==> src/rtl/fpu_sub_arbiter.sv <==
// Round-robin arbiter sharing one fixed-latency fp_subtract between two requesters.
// Define FPU_SUB_ARB_STATS_EN to add per-requester saturating completion counters.
module fpu_sub_arbiter #(
    parameter int unsigned LATENCY = 4
) (
    input  logic        clk,
    input  logic        rst,
    input  logic        req0_valid,
    input  logic [31:0] req0_a,
    input  logic [31:0] req0_b,
    output logic        req0_ready,
    input  logic        req1_valid,
    input  logic [31:0] req1_a,
    input  logic [31:0] req1_b,
    output logic        req1_ready,
    output logic [31:0] fpu_a,
    output logic [31:0] fpu_b,
    output logic        fpu_valid,
    input  logic [31:0] fpu_diff,
    input  logic        fpu_error,
    output logic        rsp_valid,
    output logic        rsp_id,
    output logic [31:0] rsp_diff,
    output logic        rsp_error
`ifdef FPU_SUB_ARB_STATS_EN
    ,
    output logic [15:0] stat_ops0,
    output logic [15:0] stat_ops1
`endif
);

    localparam logic [1:0] IDLE  = 2'd0;
    localparam logic [1:0] ISSUE = 2'd1;
    localparam logic [1:0] WAIT  = 2'd2;
    localparam logic [1:0] RESP  = 2'd3;

    logic [1:0]  state_q, state_d;
    logic [7:0]  cnt_q;
    logic        last_q;
    logic        id_q;
    logic [31:0] a_q, b_q;
    logic [31:0] diff_q;
    logic        err_q;
    logic        grant_id;
    logic        accept;

    // On a tie the requester not granted last wins; rst masks ready so outputs are 0 in reset.
    always_comb begin
        grant_id = (req0_valid && req1_valid) ? ~last_q : req1_valid;
        accept   = (state_q == IDLE) && (req0_valid || req1_valid) && !rst;
    end

    assign req0_ready = accept & ~grant_id;
    assign req1_ready = accept & grant_id;
    assign fpu_valid  = (state_q == ISSUE);
    assign rsp_valid  = (state_q == RESP);
    assign fpu_a      = a_q;
    assign fpu_b      = b_q;
    assign rsp_id     = id_q;
    assign rsp_diff   = diff_q;
    assign rsp_error  = err_q;

    always_comb begin
        state_d = state_q;
        unique case (state_q)
            IDLE:    if (accept) state_d = ISSUE;
            ISSUE:   state_d = WAIT;
            WAIT:    if (cnt_q == 8'd1) state_d = RESP;
            RESP:    state_d = IDLE;
            default: state_d = IDLE;
        endcase
    end

    always_ff @(posedge clk or posedge rst) begin
        if (rst) begin
            state_q <= IDLE;
            cnt_q   <= 8'd0;
            last_q  <= 1'b1;
            id_q    <= 1'b0;
            a_q     <= 32'd0;
            b_q     <= 32'd0;
            diff_q  <= 32'd0;
            err_q   <= 1'b0;
        end else begin
            state_q <= state_d;
            if (accept) begin
                id_q <= grant_id;
                a_q  <= grant_id ? req1_a : req0_a;
                b_q  <= grant_id ? req1_b : req0_b;
            end
            if (state_q == ISSUE) begin
                cnt_q <= 8'(LATENCY);
            end else if (state_q == WAIT) begin
                cnt_q <= cnt_q - 8'd1;
            end
            // The subtractor result is valid in the last WAIT cycle only.
            if (state_q == WAIT && cnt_q == 8'd1) begin
                diff_q <= fpu_diff;
                err_q  <= fpu_error;
            end
            if (state_q == RESP) begin
                last_q <= id_q;
            end
        end
    end

`ifdef FPU_SUB_ARB_STATS_EN
    always_ff @(posedge clk or posedge rst) begin
        if (rst) begin
            stat_ops0 <= 16'd0;
            stat_ops1 <= 16'd0;
        end else if (state_q == RESP) begin
            if (!id_q && stat_ops0 != 16'hFFFF) stat_ops0 <= stat_ops0 + 16'd1;
            if (id_q && stat_ops1 != 16'hFFFF)  stat_ops1 <= stat_ops1 + 16'd1;
        end
    end
`endif

endmodule
==> config.mk <==
export PLATFORM = sky130hd
export DESIGN_NAME = fpu_sub_arbiter
export DESIGN_NICKNAME = d
export VERILOG_FILES = /design/src/rtl/fpu_sub_arbiter.sv
export SDC_FILE = /design/constraint.sdc
export NUM_CORES = 1
export LEC_CHECK = 0
export CAP_MARGIN = 0
export CELL_PAD_IN_SITES_DETAIL_PLACEMENT = 0
export CELL_PAD_IN_SITES_GLOBAL_PLACEMENT = 1
export CORE_ASPECT_RATIO = 1.25
export CORE_MARGIN = 3
export CORE_UTILIZATION = 27
export DETAILED_ROUTE_END_ITERATION = 8
export PLACE_DENSITY_LB_ADDON = 0.1
export SYNTH_ARGS = -nofsm -noshare
export SYNTH_HDL_FRONTEND = slang
export SYNTH_SLANG_ARGS = --single-unit
export TNS_END_PERCENT = 1
==> constraint.sdc <==
create_clock -name clk -period 3.4 [get_ports clk]
set_input_delay 0.34 -clock clk [delete_from_list [all_inputs] [get_ports clk]]
set_output_delay 0.34 -clock clk [all_outputs]
set_load 0.02 [all_outputs]
---- Word level (Yosys, flattened, before mapping) ----
Index checks and enable logic that the tools add are counted.
word-level totals
  register bits after elaboration ......... 109
  bits in latches ......................... 0
  bits in writable memories ............... 0
  ROM bits ................................ 0
  input port bits ......................... 165
  output and inout port bits .............. 102
  word-level logic and storage cells ...... 36
  memories kept ........................... 0
cells by class
  $add $sub $neg .......................... 1
  multiply operators ...................... 0
  div/mod/pow operators ................... 0
  magnitude comparators ................... 0
  equality and inequality tests ........... 6
  shift-type cells ........................ 0
  muxes and demuxes ....................... 8
  bitwise operators ....................... 4
  reductions and logical operators ........ 9
operators by type and width
  cell                   number
  $mux W32               2
  $mux W8                2
  $eq A8 B1 Y1 const B   1
  $pmux W2 S4            1
  $sub A8 B1 Y8 const B  1
  $eq A2 B2 Y1 const B   2
  $logic_and A1 B1 Y1    4
  $mux W2                2
  $ne A2 B2 Y1 const B   2
  $and A1 B1 Y1          2
  $eq A2 B1 Y1 const B   1
  $logic_not A2 Y1       1
  $not A1 Y1             2
  $reduce_and A2 Y1      1
  $reduce_bool A2 Y1     1
  $logic_not A1 Y1       1
  $logic_or A1 B1 Y1     1
  $mux W1                1

---- Depth between registers and ports, before layout ----
Gate-level depths: netlist of run 1.
  depth after elaboration ................. 5
  gate-level depth with buffers ........... 7
  gate-level depth less buffers ........... 5

---- Least setup slack after synthesis of run 1 ----
OpenSTA, ideal clock, no wires.
  path type ............................... reg2out
  start ................................... reg state_q[0]
  end ..................................... out req1_ready
  data arrival time ....................... 1.484 ns
  required time ........................... 3.060 ns
  setup slack ............................. 1.576 ns
  stages on the path, launching flop included .. 6
  buffers on the path ..................... 1
  cells stage by stage .................... dfrtp_1 > inv_1 > ha_1 > nor2b_1 > and3_1 > clkbuf_1
on the way
  longest elaborated chain between the ends .. 4
ends and longest elaborated chain
  item                               line  RTL
  from (decl)                        37    logic [1:0] state_q, state_d;
  from (signal assigned)             85    state_q <= state_d;
  $logic_not A2 Y1                   50    accept = (state_q == IDLE) && (req0_valid || req1_valid) && !rst;
  $logic_and A1 B1 Y1 (2 in series)  50
  $and A1 B1 Y1                      54    assign req1_ready = accept & grant_id;
  to (decl)                          15    output logic req1_ready,
No other way between the ends.

---- Worst setup path in the final report of run 1 ----
  start ................................... reg state_q[0]
  end ..................................... out req0_ready
on the way
  longest elaborated chain between the ends .. 4
ends and longest elaborated chain
  item                               line  RTL
  $logic_not A2 Y1                   50
  $logic_and A1 B1 Y1 (2 in series)  50
  $and A1 B1 Y1                      53    assign req0_ready = accept & ~grant_id;
  to (decl)                          11    output logic req0_ready,
No other way between the ends.

==> results of run 1 <==
## where the power goes
part / total, mW / switching, mW / internal (mW) / leakage (nW)
combinational: 0.340 / 0.112 / 0.228 / 1.97
clock: 1.07 / 0.485 / 0.588 / 0.145
sequential: 1.33 / 0.0110 / 1.32 / 1.41
total: 2.74 / 0.608 / 2.13 / 3.53
## cells by family (layout without fill, tap and decap cells)
group,after synthesis,count (layout),synth area share [%]
other,0,1,0
buffers and inverters,41,296,3.98
adders and majority gates,7,7,1.75
muxes,35,35,10.1
DFF,109,109,54.7
and+or+nand+nor,32,32,4.21
AOI/OAI and AO/OA,148,148,25.3
## critical path, stage by stage, from the launching register on
cell             delay, ns
dfrtp_1               0.42
inv_1                 0.15
ha_1                  0.25
nor2b_4               0.19
and3_2                0.19
clkdlybuf4s50_1       0.63
## registers in the layout (all words and copies together), names as in the netlist
register and cells:
cnt_q 8, fpu_a 32, fpu_b 32, last_q 1, rsp_diff 32, rsp_error 1
rsp_id 1, state_q 2
## routing by layer
metal / track usage [%] / wire length (um) / up-vias
li1: - / - / 1946
met1: 21.5 / 7210 / 2134
met2: 29.4 / 8900 / 191
met3: 4.42 / 1290 / 20
met4: 6.77 / 357 / 0
met5: 0 / 0 / -
## synthesized netlist by cell type (2+ instances only)
| cell | instances | area [um2] |
|---|---|---|
| a221o_1 | 64 | 641 |
| dfrtp_1 | 108 | 2700 |
| o21ai_0 | 5 | 25.0 |
| buf_2 | 18 | 90.1 |
| mux2_2 | 4 | 45.0 |
| nand2b_1 | 3 | 18.8 |
| clkbuf_1 | 12 | 45.0 |
| nor2_1 | 3 | 11.3 |
| nor3_1 | 2 | 10.0 |
| a21boi_1 | 8 | 60.1 |
| nand2_1 | 6 | 22.5 |
| and3_1 | 2 | 12.5 |
| ha_1 | 7 | 87.6 |
| nor2b_1 | 2 | 12.5 |
| inv_1 | 8 | 30.0 |
| a21boi_0 | 57 | 428 |
| nand3_1 | 3 | 15.0 |
| mux2_4 | 30 | 450 |
| o21a_1 | 2 | 15.0 |
| buf_6 | 3 | 33.8 |
| a211oi_1 | 2 | 15.0 |
| a21o_1 | 2 | 15.0 |
## cell usage in the layout, fill, tap and decap left out, drive strengths merged, types with 2 or more instances in the layout
cell type      synthesis  layout
nor3                   3       3
mux2                  34      34
clkinv                 0       3
nor2                   3       3
nand2b                 3       3
inv                    8       8
a211oi                 2       2
and3                   2       2
clkdlybuf4s50          0     266
a221o                 64      64
dfrtp                108     108
ha                     7       7
buf                   21       7
clkbuf                12      11
nand3                  4       4
o21a                   2       2
nor4b                  2       2
a21boi                65      65
nor2b                  2       2
nand2                  6       6
o21ai                  5       5
a21o                   2       2
## final timing paths
path | from | to | slack (ns) | cells after the start
min reg2reg | rsp_diff[18]$_DFFE_PP0P_ | rsp_diff[18]$_DFFE_PP0P_ | 0.51 | 1
max reg2reg | state_q[0]$_DFFE_PP0P_ | fpu_a[27]$_DFFE_PP0P_ | 1.17 | 6
min | rst | fpu_a[25]$_DFFE_PP0P_ | 0.41 | 2
min in group clk | rsp_diff[18]$_DFFE_PP0P_ | rsp_diff[18]$_DFFE_PP0P_ | 0.51 | 1
max | state_q[0]$_DFFE_PP0P_ | req0_ready | 0.88 | 5
max in group asynchronous | rst | fpu_b[5]$_DFFE_PP0P_ | 2.20 | 3
## final cells by class
type                    count  area, um2  area share, %
clock inverters             4       48.8          0.600
flip-flops and latches    109       2730           33.5
diodes                      1       2.50         0.0308
inverters                   8       32.5          0.400
clock buffers              11        243           2.98
multi-input cells         222       2070           25.5
well taps                 224        280           3.44
repair buffers            273       2730           33.5
## metrics by stage
stage,util [%],std cells,power [mW],setup slack [ns]
2_1_floorplan,-,372,1.43,0.188
3_3_place_gp,44.1,836,1.69,1.04
3_5_place_dp,44.1,836,1.70,1.02
4_1_cts,45.8,851,2.78,0.835
5_1_grt,45.8,852,2.86,0.743
6_report,45.8,852,2.74,0.885
==> metrics.csv, run 1 <==
metric,value,unit
Rel. slew slack,47.3,%
initial antenna violation count,1,
Hold Slack,0.408,ns
Worst Tran Pin Value,0.791,ns
Num CTS Buffers,9,
port buffer count,266,
Crit Path Class,flip-flop to output pin,
H-tree lvl count,3,
Avg Inst Size Synth,13.4,um2
Startpoint Class,flip-flop,
Peak VDD IR,216,uV
syn_nets,544,
gpl congestion,0.773,
Layout Skew,0.0101,ns
DR vias/cell,5.04,
Worst-Skew Late Latency,0.35,ns
postcts setup bufs,0,
fin. max-slew vios,0,
Total Routing Usage GR,17.5,%
Mapped Cells,372,
Routed wire per std cell,20.8,um
largest net degree at the start of global routing,66,
number of I/O pins,267,
Yosys reg bits,109,
core area,0.0178,mm2
RSZ-0062 raised after global routing,false,
Max Fclk,0.398,GHz
final hold viol count,0,
Die Area,0.0202,mm2
grt ovf,0,
Async SR Flop Fraction,100,%
row cnt,54,
Area Overhead vs Synth,63.0,%
Worst Path Required,3.06,ns
proportion of layout cells with a drive suffix above 1,10.4,%
CTS tree,yes,
Root Buffer,clkbuf_16,
DRC viols,0,
Final HPWL DP,12500,um
Starting DRT DRC Count,310,
Clock transition at path regs,0.07,ns
final wirelength,17800,um
Die Width,128,um
maxcap violations,0,
CP endpoint kind,output pin,
final setup fails,0,
Post-synth EDFFs,0,
vias in the first global route,4548,
synth warn,0,
crit path DAT,2.18,ns
post-synthesis cell area,0.00499,mm2
leakage power,3.53,nW
fin area,0.00814,mm2
status,"finished, final reports clean",
fill count,1633,
first-pass GRT wire length,27200,um
post-cts hold buffer count,0,
dpl cell area,0.00784,mm2
Clock Path Buffers,2,
synth unique cells,43,
CTS Sinks,109,
Starting Density,28.1,%
ANT nets after route,0,
via count,4291,
Post-CTS Resized,0,
Worst Hold Class,input pin to async pin,
period utilisation layout,74.0,%
setup TNS,0,ns
Die H,158,um
"Seq/Total Area, Yosys",54.7,%
critical path peak fanout,4,
"Top FF cell, synth",dfrtp_1,
pwr/cell area,337,mW/mm2
Final min period,2.52,ns
DRT Pass-1 Iters,4,
nets@finish,795,
No activity file was read; power rests on OpenSTA's default activity.
==> inputs of run 2 (changes only) <==
CORE_UTILIZATION = 30   (was 27)
clock period = 2.5 ns   (was 3.4 ns; I/O delays follow)
==> run 2 against run 1 <==
Final area is essentially flat. Via count fell by 1.5%. Worst setup slack got worse by 0.76 ns. Clock skew decreased by 0.00064 ns. Power up 36%. Largest power group unchanged. Highest routed layer unchanged.
==> metrics.csv, run 2 (synthesis results as in run 1) <==
metric,value,unit
Worst Hold Class,input pin to flip-flop,
first-pass GRT wire length,26500,um
leakage power,3.54,nW
Placed Cells,829,
CP endpoint kind,output pin,
Root Buffer,clkbuf_16,
Sequential Power Share,48.5,%
largest net degree at the start of global routing,110,
Final min period,2.38,ns
DRT Pass-1 Iters,4,
dpl cell area,0.00784,mm2
row cnt,52,
CTS tree,yes,
Peak VDD IR,269,uV
fin. max-slew vios,0,
pwr/cell area,457,mW/mm2
most frequent cells in the layout,"clkdlybuf4s50_1, dfrtp_1, a221o_1",
WHS Path Cells,2,
Die Width,121,um
Layout Skew,0.00945,ns
grt ovf,0,
initial antenna violation count,0,
Clock Power Share,39.0,%
status,"finished, final reports clean",
final wirelength,17500,um
final hold viol count,0,
Final HPWL DP,12000,um
Starting Density,30.7,%
crit path DAT,2.13,ns
Die Area,0.0182,mm2
via count,4228,
maxcap violations,0,
H-tree lvl count,3,
r2r worst-path depth,6,
period utilisation layout,95.1,%
Crit Path Class,flip-flop to output pin,
fin area,0.00814,mm2
post-route insts no fill,845,
final setup fails,0,
Worst-Skew Late Latency,0.36,ns
Clock transition at path regs,0.08,ns
"most common cell after layout, fill and taps aside",clkdlybuf4s50_1,
Area Overhead vs Synth,63.0,%
Die H,150,um
ANT nets after route,0,
Startpoint Class,flip-flop,
Routed wire per std cell,20.7,um
setup TNS,0,ns
nets@finish,796,
part of the power in combinational logic,12.4,%
Worst Path Required,2.25,ns
Total Routing Usage GR,18.9,%
vias in the first global route,4419,
Rel. slew slack,45.4,%
fill count,1440,
Worst Tran Pin Value,0.819,ns
DR vias/cell,5.00,
proportion of layout cells with a drive suffix above 1,11.0,%
gpl congestion,0.755,
Num CTS Buffers,9,
sw frac,24.5,%
DRC viols,0,
CTS Sinks,109,
Clock Path Buffers,2,
Starting DRT DRC Count,200,
port buffer count,266,
Max Fclk,0.421,GHz
antenna fix cells,0,
critical path peak fanout,5,
Switch Pwr,912,uW
number of I/O pins,267,
reg2reg setup slack,0.32,ns
core area,0.0163,mm2
RSZ-0062 raised after global routing,false,
design internal power,2.80,mW
run 2: path summary, 6_finish.rpt:
path,from,end
max,state_q[1]$_DFFE_PP0P_,req0_ready
min,req1_b[13],fpu_b[13]$_DFFE_PP0P_
max reg2reg,state_q[1]$_DFFE_PP0P_,fpu_a[18]$_DFFE_PP0P_
min reg2reg,rsp_id$_DFFE_PP0P_,rsp_id$_DFFE_PP0P_
max in group asynchronous,rst,fpu_a[20]$_DFFE_PP0P_
min in group asynchronous,rst,fpu_a[23]$_DFFE_PP0P_
run 2: cell type report:
class                           count  area [um2]  area share, %
Multi-Input combinational cell    222        2080           25.5
Clock buffer                        9         225           2.77
Sequential cell                   109        2730           33.5
Inverter                            8        33.8          0.415
Clock inverter                      7        66.3          0.815
Tap cell                          216         270           3.32
Timing Repair Buffer              274        2740           33.6
run 2: stage by stage:
stage | hold slack [ns] | worst slack (ns) | power (mW) | utilization, %
floorplan | 0.395 | 0.717 | 1.95 | -
global placement | 0.489 | 0.353 | 2.30 | 48.2
global route | 0.484 | 0.00866 | 3.86 | 50.0
detailed placement | 0.491 | 0.308 | 2.31 | 48.2
finish | 0.500 | 0.122 | 3.72 | 50.0
CTS | 0.486 | 0.0607 | 3.77 | 50.0
run 2: metal layers:
metal	vias to the layer above	wire (um)	part of all wire (%)	global-route usage, %
met5	-	0	0	0
met4	0	352	2.0	6.89
met3	18	996	5.7	3.31
met2	148	9350	54	33.5
met1	2108	6780	39	22.9
li1	1954	-	-	-
run 2: power by group through the flow:
stage	registers, mW	clock network (mW)	logic, mW
finish	1.80	1.45	0.461
detailed placement	1.84	0	0.467
floorplan	1.87	0	0.0794
global route	1.81	1.57	0.490
global placement	1.84	0	0.461
CTS	1.80	1.50	0.469
run 2: worst max-delay path, stage by stage (launching register included):
cell and delay [ns]:
dfrtp_1 0.43, inv_1 0.13, ha_2 0.22, nor2b_4 0.17, and3_2 0.21, clkdlybuf4s50_1 0.60
run 2: timing repair:
item	CTS	global route
endpoints found under the setup margin	0	2
hold buffers	0	0
buffers inserted	0	0
resized for setup	0	2
==> inputs of run 3 (changes only) <==
RECOVER_POWER = 100   (was unset)
SKIP_LAST_GASP = 1   (was unset)
==> run 3 against run 2 <==
The flow now finishes with violations (max-capacitance violations, max-slew violations). Sequential share of layout area rose by 0.57 points. Wire length fell by 0.48%. Critical path depth did not move. First-iteration DRC count rose by 5.5%. Combinational power fell by 7.4%. Sequential power barely moved. Critical path type unchanged. Largest cell class is now flip-flops and latches. Highest routed layer unchanged.
==> metrics.csv, run 3 (synthesis results as in run 1) <==
metric,value,unit
DR vias/cell,5.01,
sw frac,24.7,%
failing checks,"max-capacitance violations, max-slew violations",
most frequent cells in the layout,"clkdlybuf4s50_1, dfrtp_1, dlygate4sd3_1",
final hold viol count,0,
Area Overhead vs Synth,60.3,%
H-tree lvl count,3,
CP top delay family,buffers and inverters,
post-cts hold buffer count,0,
Post-CTS Resized,0,
Clock Path Buffers,2,
period utilisation layout,96.1,%
worst path bufs/invs,2,
Num CTS Buffers,9,
setup TNS,0,ns
WHS Path Cells,2,
Worst Hold Class,input pin to flip-flop,
Final HPWL DP,12000,um
Worst-Skew Late Latency,0.36,ns
slowest cell delay on critical path,0.60,ns
vias in the first global route,4419,
nets@finish,796,
CTS tree,yes,
Root Buffer,clkbuf_16,
part of the power in combinational logic,11.6,%
Startpoint Class,flip-flop,
Die H,150,um
Peak VDD IR,271,uV
Total Routing Usage GR,18.9,%
Die Area,0.0182,mm2
Setup crit start,state_q[1]$_DFFE_PP0P_,
Starting Density,30.7,%
RR Startpoint,state_q[1]$_DFFE_PP0P_,
number of I/O pins,267,
gpl congestion,0.755,
Starting DRT DRC Count,211,
reg2reg end,fpu_a[5]$_DFFE_PP0P_,
fin. max-slew vios,110,
CP endpoint kind,output pin,
core area,0.0163,mm2
Final min period,2.40,ns
Switch Pwr,907,uW
maxcap violations,1,
leakage power,3.60,nW
Total Power,3.68,mW
r2r worst-path depth,6,
largest net degree at the start of global routing,110,
Hold Slack,0.476,ns
port buffer count,266,
DRT Pass-1 Iters,4,
WP depth,5,
via count,4230,
design internal power,2.77,mW
Worst Path Required,2.25,ns
pwr/cell area,460,mW/mm2
Layout Skew,0.00966,ns
RSZ-0062 raised after global routing,true,
Worst Tran Pin Value,1.56,ns
antenna fix cells,0,
ANT nets after route,0,
worst-path cell chain,inv_1 -> ha_1 -> nor2b_4 -> and3_2 -> clkdlybuf4s50_1,
postcts setup bufs,0,
grt ovf,0,
final setup fails,0,
row cnt,52,
first-pass GRT wire length,26500,um
Die Width,121,um
Routed wire per std cell,20.6,um
Clock transition at path regs,0.08,ns
Crit Path Class,flip-flop to output pin,
Sequential Power Share,49.0,%
reg2reg setup slack,0.21,ns
final wirelength,17400,um
DRC viols,0,
Max Fclk,0.416,GHz
"most common cell after layout, fill and taps aside",clkdlybuf4s50_1,
status,"complete, but fails checks",
critical path peak fanout,5,
crit path to,req0_ready,
Clock Power Share,39.4,%
proportion of layout cells with a drive suffix above 1,6.04,%
slowest library cell on the worst path,clkdlybuf4s50_1,
Rel. slew slack,-3.71,%
crit path DAT,2.15,ns
CTS Sinks,109,
initial antenna violation count,0,
## run 3: cell types whose count changed in the layout (fill, tap and decap cells not counted), sizes merged
cell	delta
clkdlybuf4s50	-100
clkbuf	+3
dlygate4sd3	+100
buf	-2
dlymetal6s2s	-1
## run 3: how the worst min path moves through the flow
| stage | startpoint | to | slack [ns] |
|---|---|---|---|
| after CTS | req0_b[6] | fpu_b[6]$_DFFE_PP0P_ | 0.49 |
| after global placement | rsp_diff[7]$_DFFE_PP0P_ | rsp_diff[7]$_DFFE_PP0P_ | 0.49 |
| after global routing | fpu_diff[10] | rsp_diff[10]$_DFFE_PP0P_ | 0.47 |
| final | fpu_diff[3] | rsp_diff[3]$_DFFE_PP0P_ | 0.48 |
| after floorplan | req0_a[16] | fpu_a[16]$_DFFE_PP0P_ | 0.40 |
| after detailed placement | rsp_diff[13]$_DFFE_PP0P_ | rsp_diff[13]$_DFFE_PP0P_ | 0.49 |
## run 3: layout make-up
| cell class | instances | area (um2) |
|---|---|---|
| multi-input cells | 222 | 1960 |
| clock buffers | 9 | 225 |
| flip-flops and latches | 109 | 2730 |
| fillers | 1478 | 8260 |
| well taps | 216 | 270 |
| clock inverters | 7 | 66.3 |
| repair buffers | 274 | 2720 |
| inverters | 8 | 33.8 |
## run 3: power groups by stage
stage               clock [mW]  sequential, mW  combinational [mW]
floorplan                    0            1.87              0.0794
global placement             0            1.84               0.461
detailed placement           0            1.84               0.467
CTS                       1.50            1.80               0.469
global route              1.57            1.81               0.457
finish                    1.45            1.80               0.427
## run 3: metrics by stage
step	setup slack [ns]	std cells	utilization, %	instance area, um2
after global placement	0.353	829	48.2	7840
after detailed placement	0.308	829	48.2	7840
after global routing	-0.0384	845	49.2	8000
final	0.0966	845	49.2	8000
after CTS	0.0607	845	50.0	8130
after floorplan	0.717	372	-	5000
## run 3: worst register-to-register path: cells and delay by family, from the launching register on
family | cells | cell delay [ns]
buffers and inverters | 2 | 0.58
AOI/OAI and AO/OA | 1 | 0.57
DFF | 1 | 0.42
and+or+nand+nor | 2 | 0.35
adders and majority gates | 1 | 0.24
## run 3: routing by layer
metal  track usage, %  wire length [um]
met1             22.9              6760
met2             33.5              9300
met3             3.31               973
met4             6.89               352
met5                0                 0
